`src/rtl/fsic_io_serdes_pkg.sv`:
```
`default_nettype none
// ============================================================================
// Module   : fsic_io_serdes_pkg
// Purpose  : Shared definitions for the FSIC IO SERDES transmit lane: state
//            encoding, default word geometry, PRBS7 idle-fill constants and
//            the single-step LFSR helper.
// Ports    : none (package)
// Revision : 1.0 - initial release
// ============================================================================
package fsic_io_serdes_pkg;

  // Transmit state machine encoding.
  typedef enum logic [1:0] {
    ST_IDLE  = 2'd0,
    ST_RUN   = 2'd1,
    ST_DRAIN = 2'd2
  } tx_state_t;

  // Default word geometry.
  localparam int CLK_RATIO = 4;
  localparam int IDLE_WORD = 0;

  // PRBS7, x^7 + x^6 + 1: feedback from bits 6 and 5, shifted in at bit 0.
  localparam logic [6:0] PRBS7_SEED = 7'h7F;
  localparam logic [6:0] PRBS7_TAPS = 7'h60;

  // One LFSR step; the new bit lands in bit 0 and is also the output bit.
  function automatic logic [6:0] prbs7_step(input logic [6:0] s);
    return {s[5:0], ^(s & PRBS7_TAPS)};
  endfunction

endpackage
`default_nettype wire

```
`src/rtl/fsic_io_serdes_tx_prbs7.sv`:
```
`default_nettype none
// ============================================================================
// Module   : fsic_io_serdes_tx_prbs7
// Purpose  : PRBS7 idle-fill generator. Presents the next WIDTH PRBS bits as
//            a word (first generated bit in bit 0) and advances by WIDTH
//            steps when 'advance' is high.
// Ports    : clk      - clock
//            rst_n    - asynchronous active-low reset (LFSR returns to seed)
//            advance  - consume the presented word
//            word     - next WIDTH PRBS bits, LSB first
// Revision : 1.0 - initial release
// ============================================================================
module fsic_io_serdes_tx_prbs7
  import fsic_io_serdes_pkg::*;
#(
  parameter int WIDTH = CLK_RATIO
) (
  input  logic             clk,
  input  logic             rst_n,
  input  logic             advance,
  output logic [WIDTH-1:0] word
);

  logic [6:0] lfsr;
  logic [6:0] lfsr_adv;

  // Unroll WIDTH steps so a whole idle word is available in one cycle.
  always_comb begin
    lfsr_adv = lfsr;
    word     = '0;
    for (int i = 0; i < WIDTH; i++) begin
      lfsr_adv = prbs7_step(lfsr_adv);
      word[i]  = lfsr_adv[0];
    end
  end

  always_ff @(posedge clk or negedge rst_n) begin
    if (!rst_n) begin
      lfsr <= PRBS7_SEED;
    end else if (advance) begin
      lfsr <= lfsr_adv;
    end
  end

endmodule
`default_nettype wire

```
`src/rtl/fsic_io_serdes_tx.sv`:
```
`default_nettype none
// ============================================================================
// Module   : fsic_io_serdes_tx
// Purpose  : FSIC IO SERDES lane transmitter. Buffers one parallel word
//            behind a valid/ready handshake and serialises words LSB first,
//            one bit per ioclk, with no gaps between words. When no word is
//            pending at a word boundary an idle word is inserted so the
//            receiver's word phase stays aligned.
// Ports    : ioclk            - serial bit clock (posedge)
//            axis_rst_n       - asynchronous active-low reset
//            txen             - lane transmit enable
//            txdata_in        - parallel word, bit 0 sent first
//            txdata_in_valid  - txdata_in holds a word
//            txdata_in_ready  - holding register accepts the word this cycle
//            Serial_Data_out  - registered serial bit
//            txclk_en         - registered, high while bits are driven
//            tx_underrun      - one-cycle pulse when an idle word is loaded
//                               while streaming
// Config   : `define FSIC_IO_SERDES_TX_PRBS_EN to use a PRBS7 idle fill
//            instead of pIDLE_WORD.
// Revision : 1.0 - initial release
// ============================================================================
module fsic_io_serdes_tx
  import fsic_io_serdes_pkg::*;
#(
  parameter int                    pCLK_RATIO = CLK_RATIO,
  parameter logic [pCLK_RATIO-1:0] pIDLE_WORD = pCLK_RATIO'(IDLE_WORD)
) (
  input  logic                  ioclk,
  input  logic                  axis_rst_n,
  input  logic                  txen,
  input  logic [pCLK_RATIO-1:0] txdata_in,
  input  logic                  txdata_in_valid,
  output logic                  txdata_in_ready,
  output logic                  Serial_Data_out,
  output logic                  txclk_en,
  output logic                  tx_underrun
);

  localparam int             PW      = $clog2(pCLK_RATIO);
  localparam logic [PW-1:0] PH_LAST = PW'(pCLK_RATIO - 1);

  tx_state_t             state;
  logic [PW-1:0]         phase;
  logic [pCLK_RATIO-1:0] shift_reg;
  logic [pCLK_RATIO-1:0] hold_word;
  logic                  hold_valid;

  logic [pCLK_RATIO-1:0] idle_fill;
  logic [pCLK_RATIO-1:0] next_word;
  logic                  phase_last;
  logic                  load_now;
  logic                  accept;

  // A new word enters the shift register on the edge that leaves IDLE and on
  // every last-bit edge where the lane stays enabled.
  always_comb begin
    phase_last      = (phase == PH_LAST);
    load_now        = txen && ((state == ST_IDLE) ||
                               (((state == ST_RUN) || (state == ST_DRAIN)) && phase_last));
    txdata_in_ready = !hold_valid || load_now;
    accept          = txdata_in_valid && txdata_in_ready;
    // The shift register always takes the old hold word; a word accepted on
    // the same edge goes to hold, giving a fixed one-word buffer delay.
    next_word       = hold_valid ? hold_word : idle_fill;
  end

`ifdef FSIC_IO_SERDES_TX_PRBS_EN
  logic idle_insert;
  assign idle_insert = load_now && !hold_valid;

  fsic_io_serdes_tx_prbs7 #(
    .WIDTH (pCLK_RATIO)
  ) u_prbs7 (
    .clk     (ioclk),
    .rst_n   (axis_rst_n),
    .advance (idle_insert),
    .word    (idle_fill)
  );
`else
  assign idle_fill = pIDLE_WORD;
`endif

  always_ff @(posedge ioclk or negedge axis_rst_n) begin
    if (!axis_rst_n) begin
      state           <= ST_IDLE;
      phase           <= '0;
      shift_reg       <= '0;
      hold_word       <= '0;
      hold_valid      <= 1'b0;
      Serial_Data_out <= 1'b0;
      txclk_en        <= 1'b0;
      tx_underrun     <= 1'b0;
    end else begin
      // Holding register: accepting refills it, a load alone empties it.
      if (accept) begin
        hold_word  <= txdata_in;
        hold_valid <= 1'b1;
      end else if (load_now) begin
        hold_valid <= 1'b0;
      end

      // Only a load while actively streaming counts as an underrun; the
      // first load out of IDLE and a re-enable out of DRAIN do not.
      tx_underrun <= load_now && !hold_valid && (state == ST_RUN);

      case (state)
        ST_IDLE: begin
          Serial_Data_out <= 1'b0;
          txclk_en        <= 1'b0;
          if (txen) begin
            state     <= ST_RUN;
            phase     <= '0;
            shift_reg <= next_word;
          end
        end

        ST_RUN, ST_DRAIN: begin
          Serial_Data_out <= shift_reg[0];
          txclk_en        <= 1'b1;
          if (phase_last) begin
            phase <= '0;
            if (txen) begin
              state     <= ST_RUN;
              shift_reg <= next_word;
            end else begin
              // Word finished with the lane disabled: stop at the boundary.
              state <= ST_IDLE;
            end
          end else begin
            phase     <= phase + 1'b1;
            shift_reg <= shift_reg >> 1;
            state     <= txen ? ST_RUN : ST_DRAIN;
          end
        end

        default: begin
          state           <= ST_IDLE;
          phase           <= '0;
          Serial_Data_out <= 1'b0;
          txclk_en        <= 1'b0;
        end
      endcase
    end
  end

endmodule
`default_nettype wire

```
`config.mk`:
```
export PLATFORM = sky130hd
export DESIGN_NAME = fsic_io_serdes_tx
export DESIGN_NICKNAME = d
export VERILOG_FILES = /design/src/rtl/fsic_io_serdes_pkg.sv /design/src/rtl/fsic_io_serdes_tx_prbs7.sv /design/src/rtl/fsic_io_serdes_tx.sv
export SDC_FILE = /design/constraint.sdc
export NUM_CORES = 1
export LEC_CHECK = 0
export ABC_AREA = 1
export CORE_MARGIN = 2
export CORE_UTILIZATION = 40
export DETAILED_ROUTE_END_ITERATION = 8
export SLEW_MARGIN = 20
export SYNTH_ARGS = -nofsm -noshare
export SYNTH_HDL_FRONTEND = slang
export SYNTH_SLANG_ARGS = --single-unit
```
`constraint.sdc`:
```
create_clock -name ioclk -period 1.9 [get_ports ioclk]
set_clock_uncertainty 0.15 [all_clocks]
set_input_delay 0.285 -clock ioclk [delete_from_list [all_inputs] [get_ports ioclk]]
set_output_delay 0.285 -clock ioclk [all_outputs]
set_load 0.01 [all_outputs]
```
==> results.txt, run 1 <==
status: finished clean
WL final: 1420 microns
synth warn: 0
register bit count reported by yosys: 16
CTS max path bufs: 2
total global routing overflow: 0
CP required: 1.46 ns
Total Routing Usage GR: 15.9%
Peak Freq: 548 MHz
largest family of logic cells by synthesized area: simple AND/OR/NAND/NOR gates
vias in the first global route: 569
root buf cell: clkbuf_4
Worst-path clk slew: 0.10 ns
H-tree levels: 1
first-pass detailed-route iteration total: 4
adder-cell share of the synthesized area: 6.72%
XOR/XNOR share of the synthesized area: 0%
drt drc: 0
Post-CTS Hold Buffers: 0
IO Pins: 12
layout cells sized above 1: 18.3%
worst vdd rail ir drop: 0.711 mV
Worst Setup SP: state[0]
Post-Syn Area: 744 sq um
Register Area: 400 sq um
Distinct cells, synth: 15
Leakage: 0.517 nW
DIE AREA: 2220 sq um
initial antenna violation count: 0
Final Net Count: 122
crit path max fanout: 2
Post-Syn Nets: 96
Setup crit end kind: output port
detailed-route vias per instance: 4.66
final hold viol count: 0
Compound-Gate Fraction of Synth Area: 9.24%
cell count after placement: 128
P per Cell Area: 1620 nW/um^2
pin count of the biggest net entering global routing: 17
crit path DAT: 1.39 ns
simple-gate area share of the yosys netlist: 25.7%
Startpoint Class: flop
hold crit path type: input pin to asynchronous set/reset pin
FF-to-FF Start: state[1]
routability cong.: 0.785
DP HPWL: 1080 microns
critical path class: flop to output port
Total Power: 1.63 mW
RSZ-0062 raised after global routing: false
part of the Yosys area used for sequential elements: 53.8%
CTS tree: built
Tcrit/Tclk final: 96.0%
Post-Syn Instances: 84
Num CTS Buffers: 3
Syn-to-layout area delta: 35.8%
CTS Sinks: 16
Mapped Avg Cell Area: 8.86 sq um
first-pass GRT wire length: 2440 microns
area occupied by multi-input gates: 323 sq um
fin crit period: 1.82 ns
worst skew pair latency: 0.29 ns
Antenna Diode Count: 0
Fillers: 155
DR vias: 624
worst hold slack: 0.154 ns
Max-Cap Viols: 0
core area: 1750 sq um
most area-hungry cell type in the Yosys netlist: dfrtp_1
Die Width: 47.1 microns
initial drt markers: 6
Slew headroom: 85.0%
final std cells w/o fill: 134
mux cell area share after synthesis: 0%
WL/cell: 10.6 microns
Die H: 47.1 microns
area share of the largest cell type after synthesis: 53.8%
# port buffers: 11
Worst-Margin Slew: 0.224 ns
Setup violations, final: 0
Area contributors post-synth: dfrtp_1, nand2_1, ha_1
ANT nets after route: 0
Site Rows: 15
final-report max-slew violation count: 0
Initial Util: 42.7%
==> final cells by class <==
cell class | instances | share of cell area [%]
well taps | 25 | 3.09
inverters | 9 | 3.34
flip-flops and latches | 16 | 39.6
multi-input cells | 59 | 31.9
clock buffers | 4 | 3.59
repair buffers | 21 | 18.4
==> worst max-delay path: stages, from the launching register on <==
cell and delay [ns]:
dfrtp_1 0.40, inv_1 0.11, ha_4 0.21, nand2_1 0.06, nand2_1 0.06, nand2_2 0.09
nand2_4 0.06, buf_6 0.12
==> cell usage after synthesis (all sizes together) <==
master and number:
o22ai 1, dfrtp 16, nor3 1, nand2 25
nor2 6, o21ai 3, a21oi 8, ha 4
o21bai 1, inv 9, nand3 9, nor3b 1
==> repair_timing <==
action                                  4_1_cts  5_1_grt
setup buffers                                 1        1
pin swaps                                     0        1
gates resized for setup                       4        3
endpoints found under the setup margin        1        1
endpoints found under the hold margin         0        0
==> routing by layer <==
layer / wire length, microns / up-vias / part of all wire [%] / track usage [%]
li1: - / 325 / - / -
met5: 0 / - / 0 / 0
met2: 668 / 14 / 47 / 25.8
met3: 49 / 5 / 3.4 / 2.31
met4: 38 / 0 / 2.7 / 10.0
met1: 668 / 280 / 47 / 19.9
==> per-stage QoR <==
| stage | setup WS [ns] | setup TNS, ns | util (%) | cell area, sq um |
|---|---|---|---|---|
| after floorplan | 0.432 | 0 | - | 744 |
| after global placement | -0.00577 | -0.00577 | 54.2 | 946 |
| after detailed placement | -0.0193 | -0.0193 | 54.2 | 946 |
| after CTS | 0.0302 | 0 | 56.4 | 985 |
| after global routing | 0.00220 | 0 | 57.9 | 1010 |
| final | 0.0759 | 0 | 57.9 | 1010 |
==> power by group <==
group / internal, mW / switching, mW / leakage (nW)
combinational: 0.388 / 0.425 / 0.297
clock: 0.117 / 0.109 / 0.0210
sequential: 0.496 / 0.0992 / 0.199
total: 1.00 / 0.633 / 0.517
==> cells by family (layout without fill, tap and decap cells) <==
kind of cell | count (synthesis) | count (layout)
flops | 16 | 16
buf+inv | 9 | 34
simple gates | 42 | 42
compound gates | 13 | 13
fa+ha+maj | 4 | 4
==> worst paths after layout <==
check                                       end  slack (ns)  cells after the start
worst max-delay path            txdata_in_ready        0.08                      7
worst min-delay path            Serial_Data_out        0.15                      2
worst max register to register     shift_reg[0]        0.26                      7
worst min register to register         phase[0]        0.33                      1
min in group ioclk                     phase[0]        0.33                      1
max in group asynchronous            hold_valid        1.27                      2
==> cells in the final DEF (no fill, tap or decap), types with 2 or more instances in the layout <==
cell,count
o21ai_0,2
buf_4,10
nand2_4,2
a21oi_1,8
clkdlybuf4s50_1,10
nor2_1,6
nand2_1,22
inv_1,8
nand3_1,9
dfrtp_1,16
ha_1,3
clkbuf_4,3
No activity file was read; power rests on OpenSTA's default activity.
==> run 2: changes to the inputs <==
--- a/config.mk
+++ b/config.mk
@@ -5,7 +5,6 @@
 export SDC_FILE = /design/constraint.sdc
 export NUM_CORES = 1
 export LEC_CHECK = 0
-export ABC_AREA = 1
 export CORE_MARGIN = 2
 export CORE_UTILIZATION = 40
 export DETAILED_ROUTE_END_ITERATION = 8
==> constraint.sdc (replaced) <==
create_clock -name ioclk -period 1.9 [get_ports ioclk]
set_clock_uncertainty 0.15 [all_clocks]
set_input_delay 0.475 -clock ioclk [delete_from_list [all_inputs] [get_ports ioclk]]
set_output_delay 0.475 -clock ioclk [all_outputs]
set_load 0.01 [all_outputs]
==> run 2 against run 1 <==
  * The run now ends with setup timing left
  * Via count down 14%
  * Flip-flop and latch count unchanged
  * First-iteration DRC count up 100%
  * Cell count shrank 17%
  * Combinational power grew 11%
  * Synthesized cell count fell by 31%
  * Sequential share of layout area about the same
  * Clock-buffer cell count is the same
==> results.txt, run 2 <==
area share of the largest cell type after synthesis: 56.2%
worst hold slack: 0.337 ns
final hold viol count: 0
DR vias: 539
layout cells sized above 1: 33.7%
simple-gate area share of the yosys netlist: 14.1%
Reg power frac: 32.9%
final core utilization: 59.3%
Logic pwr share: 53.4%
most frequent cells in the layout: dfrtp_1, buf_4, clkdlybuf4s50_1
crit path max fanout: 2
Tcrit/Tclk final: 103%
async set-or-reset flop fraction in the synthesized netlist: 100%
hold crit path type: input pin to asynchronous set/reset pin
# port buffers: 11
Num CTS Buffers: 3
worst vdd rail ir drop: 0.655 mV
total global routing overflow: 0
worst skew pair latency: 0.29 ns
Mapped Avg Cell Area: 12.3 sq um
mux cell area share after synthesis: 6.33%
crit path DAT: 1.34 ns
Post-Syn Instances: 58
vias in the first global route: 526
final worst setup slack: -0.0633 ns
Max-Cap Viols: 0
RSZ-0062 raised after global routing: true
Setup WS pre-CTS: -0.596 ns
r2r worst-path depth: 6
synth warn: 0
FF-to-FF Start: state[1]
fin crit period: 1.96 ns
Worst-path clk slew: 0.10 ns
initial drt markers: 12
top-count cell post-synth: dfrtp_1
Synth top cells by count: dfrtp_1, nand2_1, ha_1, inv_1, mux2_2
Antenna Diode Count: 0
Initial Util: 41.7%
detailed-route vias per instance: 4.86
WL/cell: 12.4 microns
Startpoint Class: flop
number of synthesized flops with an enable pin: 0
H-tree levels: 1
most area-hungry cell type in the Yosys netlist: dfrtp_1
setup TNS: -0.0633 ns
Die H: 46.2 microns
CTS tree: built
Compound-Gate Fraction of Synth Area: 14.2%
Die Width: 46.2 microns
WL final: 1380 microns
XOR/XNOR share of the synthesized area: 0%
Setup crit end kind: output port
Post-Syn Area: 712 sq um
Clock power frac: 13.8%
Peak Freq: 509 MHz
reg2reg setup slack: 0.08 ns
first-pass detailed-route iteration total: 4
Total Power: 1.69 mW
IO Pins: 12
adder-cell share of the synthesized area: 7.03%
ANT nets after route: 0
final-report max-slew violation count: 0
drt drc: 0
register bit count reported by yosys: 16
routability cong.: 0.742
Worst-Margin Slew: 0.243 ns
status: complete, but fails checks
part of the Yosys area used for sequential elements: 56.2%
Post-CTS Hold Buffers: 0
most common cell after layout, fill and taps aside: dfrtp_1
initial antenna violation count: 0
Total Routing Usage GR: 16.6%
Site Rows: 15
CTS Sinks: 16
P_sw: 0.578 mW
Syn-to-layout area delta: 42.2%
Final Net Count: 99
Register Area: 400 sq um
Slew headroom: 83.6%
Post-Syn Nets: 70
Distinct cells, synth: 19
Cell Int Power: 1.11 mW
DIE AREA: 2130 sq um
failing checks: setup timing
DP HPWL: 964 microns
Top FF cell, synth: dfrtp_1
Fillers: 145
Setup violations, final: 1
Area contributors post-synth: dfrtp_1, ha_1, mux2_2
core area: 1710 sq um
Sw Ratio: 34.2%
CTS max path bufs: 2
root buf cell: clkbuf_4
reg2reg end: hold_word[2]
pin count of the biggest net entering global routing: 17
CP required: 1.27 ns
critical path class: flop to output port
P per Cell Area: 1670 nW/um^2
Leakage: 0.477 nW
first-pass GRT wire length: 2350 microns
largest family of logic cells by synthesized area: compound AO/OA/AOI/OAI gates
area occupied by multi-input gates: 328 sq um
run 2: cell types whose count changed after synthesis, sizes merged, moves of 3 or more:
| cell | previous run | this run |
|---|---|---|
| nor2b | 0 | 3 |
| nor2 | 6 | 0 |
| a21o | 0 | 3 |
| a221o | 0 | 4 |
| nand3 | 9 | 0 |
| mux2 | 0 | 4 |
| a21oi | 8 | 2 |
| nand2 | 25 | 5 |
| inv | 9 | 4 |
run 2: critical path: stages, from the launching register on:
cell and delay (ns):
dfrtp_1 0.40, inv_2 0.09, ha_4 0.21, a21oi_4 0.13, o21ai_2 0.07, buf_2 0.14
run 2: layout make-up:
type                            count  area share, %
Clock buffer                        4           3.58
Inverter                            4           1.48
Sequential cell                    16           39.6
Timing Repair Buffer               24           19.9
Tap cell                           25           3.09
Multi-Input combinational cell     38           32.4
run 2: repair_timing:
item | CTS | global route
pin swaps | 2 | 2
gates resized for setup | 10 | 3
setup buffers | 1 | 1
setup endpoints to repair | 1 | 4
run 2: per-stage QoR:
stage	std cells	instance area [sq um]
final	111	1010
after floorplan	58	712
after detailed placement	105	936
after global routing	111	1010
after CTS	110	990
after global placement	105	936
run 2: layer usage:
layer / global-route usage (%) / vias up / wire, microns
met3: 4.71 / 5 / 39
li1: - / 264 / -
met5: 0 / - / 0
met2: 24.2 / 16 / 595
met1: 20.7 / 254 / 693
met4: 12.0 / 0 / 47
run 2: power by group through the flow:
stage,Sequential [mW],Clock [mW],Combinational (mW)
2_1_floorplan,0.559,0,0.435
6_report,0.556,0.233,0.902
5_1_grt,0.572,0.256,1.01
3_5_place_dp,0.557,0,0.781
4_1_cts,0.554,0.241,0.839
3_3_place_gp,0.553,0,0.774
run 2: how the worst max path moves through the flow:
stage,start,end,slack (ns),cells after the start
2_1_floorplan,state[0],txdata_in_ready,0.09,4
4_1_cts,state[1],txdata_in_ready,-0.09,5
3_3_place_gp,txen,txdata_in_ready,-0.58,4
3_5_place_dp,txen,txdata_in_ready,-0.60,4
6_report,state[1],txdata_in_ready,-0.06,5
5_1_grt,state[1],txdata_in_ready,-0.15,5
run 2: kinds of logic (layout without fill, tap and decap cells):
family | after synthesis | in the layout
buffers and inverters | 4 | 32
flip-flops | 16 | 16
multiplexers | 4 | 4
adder cells (fa/ha/maj) | 4 | 4
AND/OR/NAND/NOR | 17 | 17
AO/OA/AOI/OAI | 13 | 13
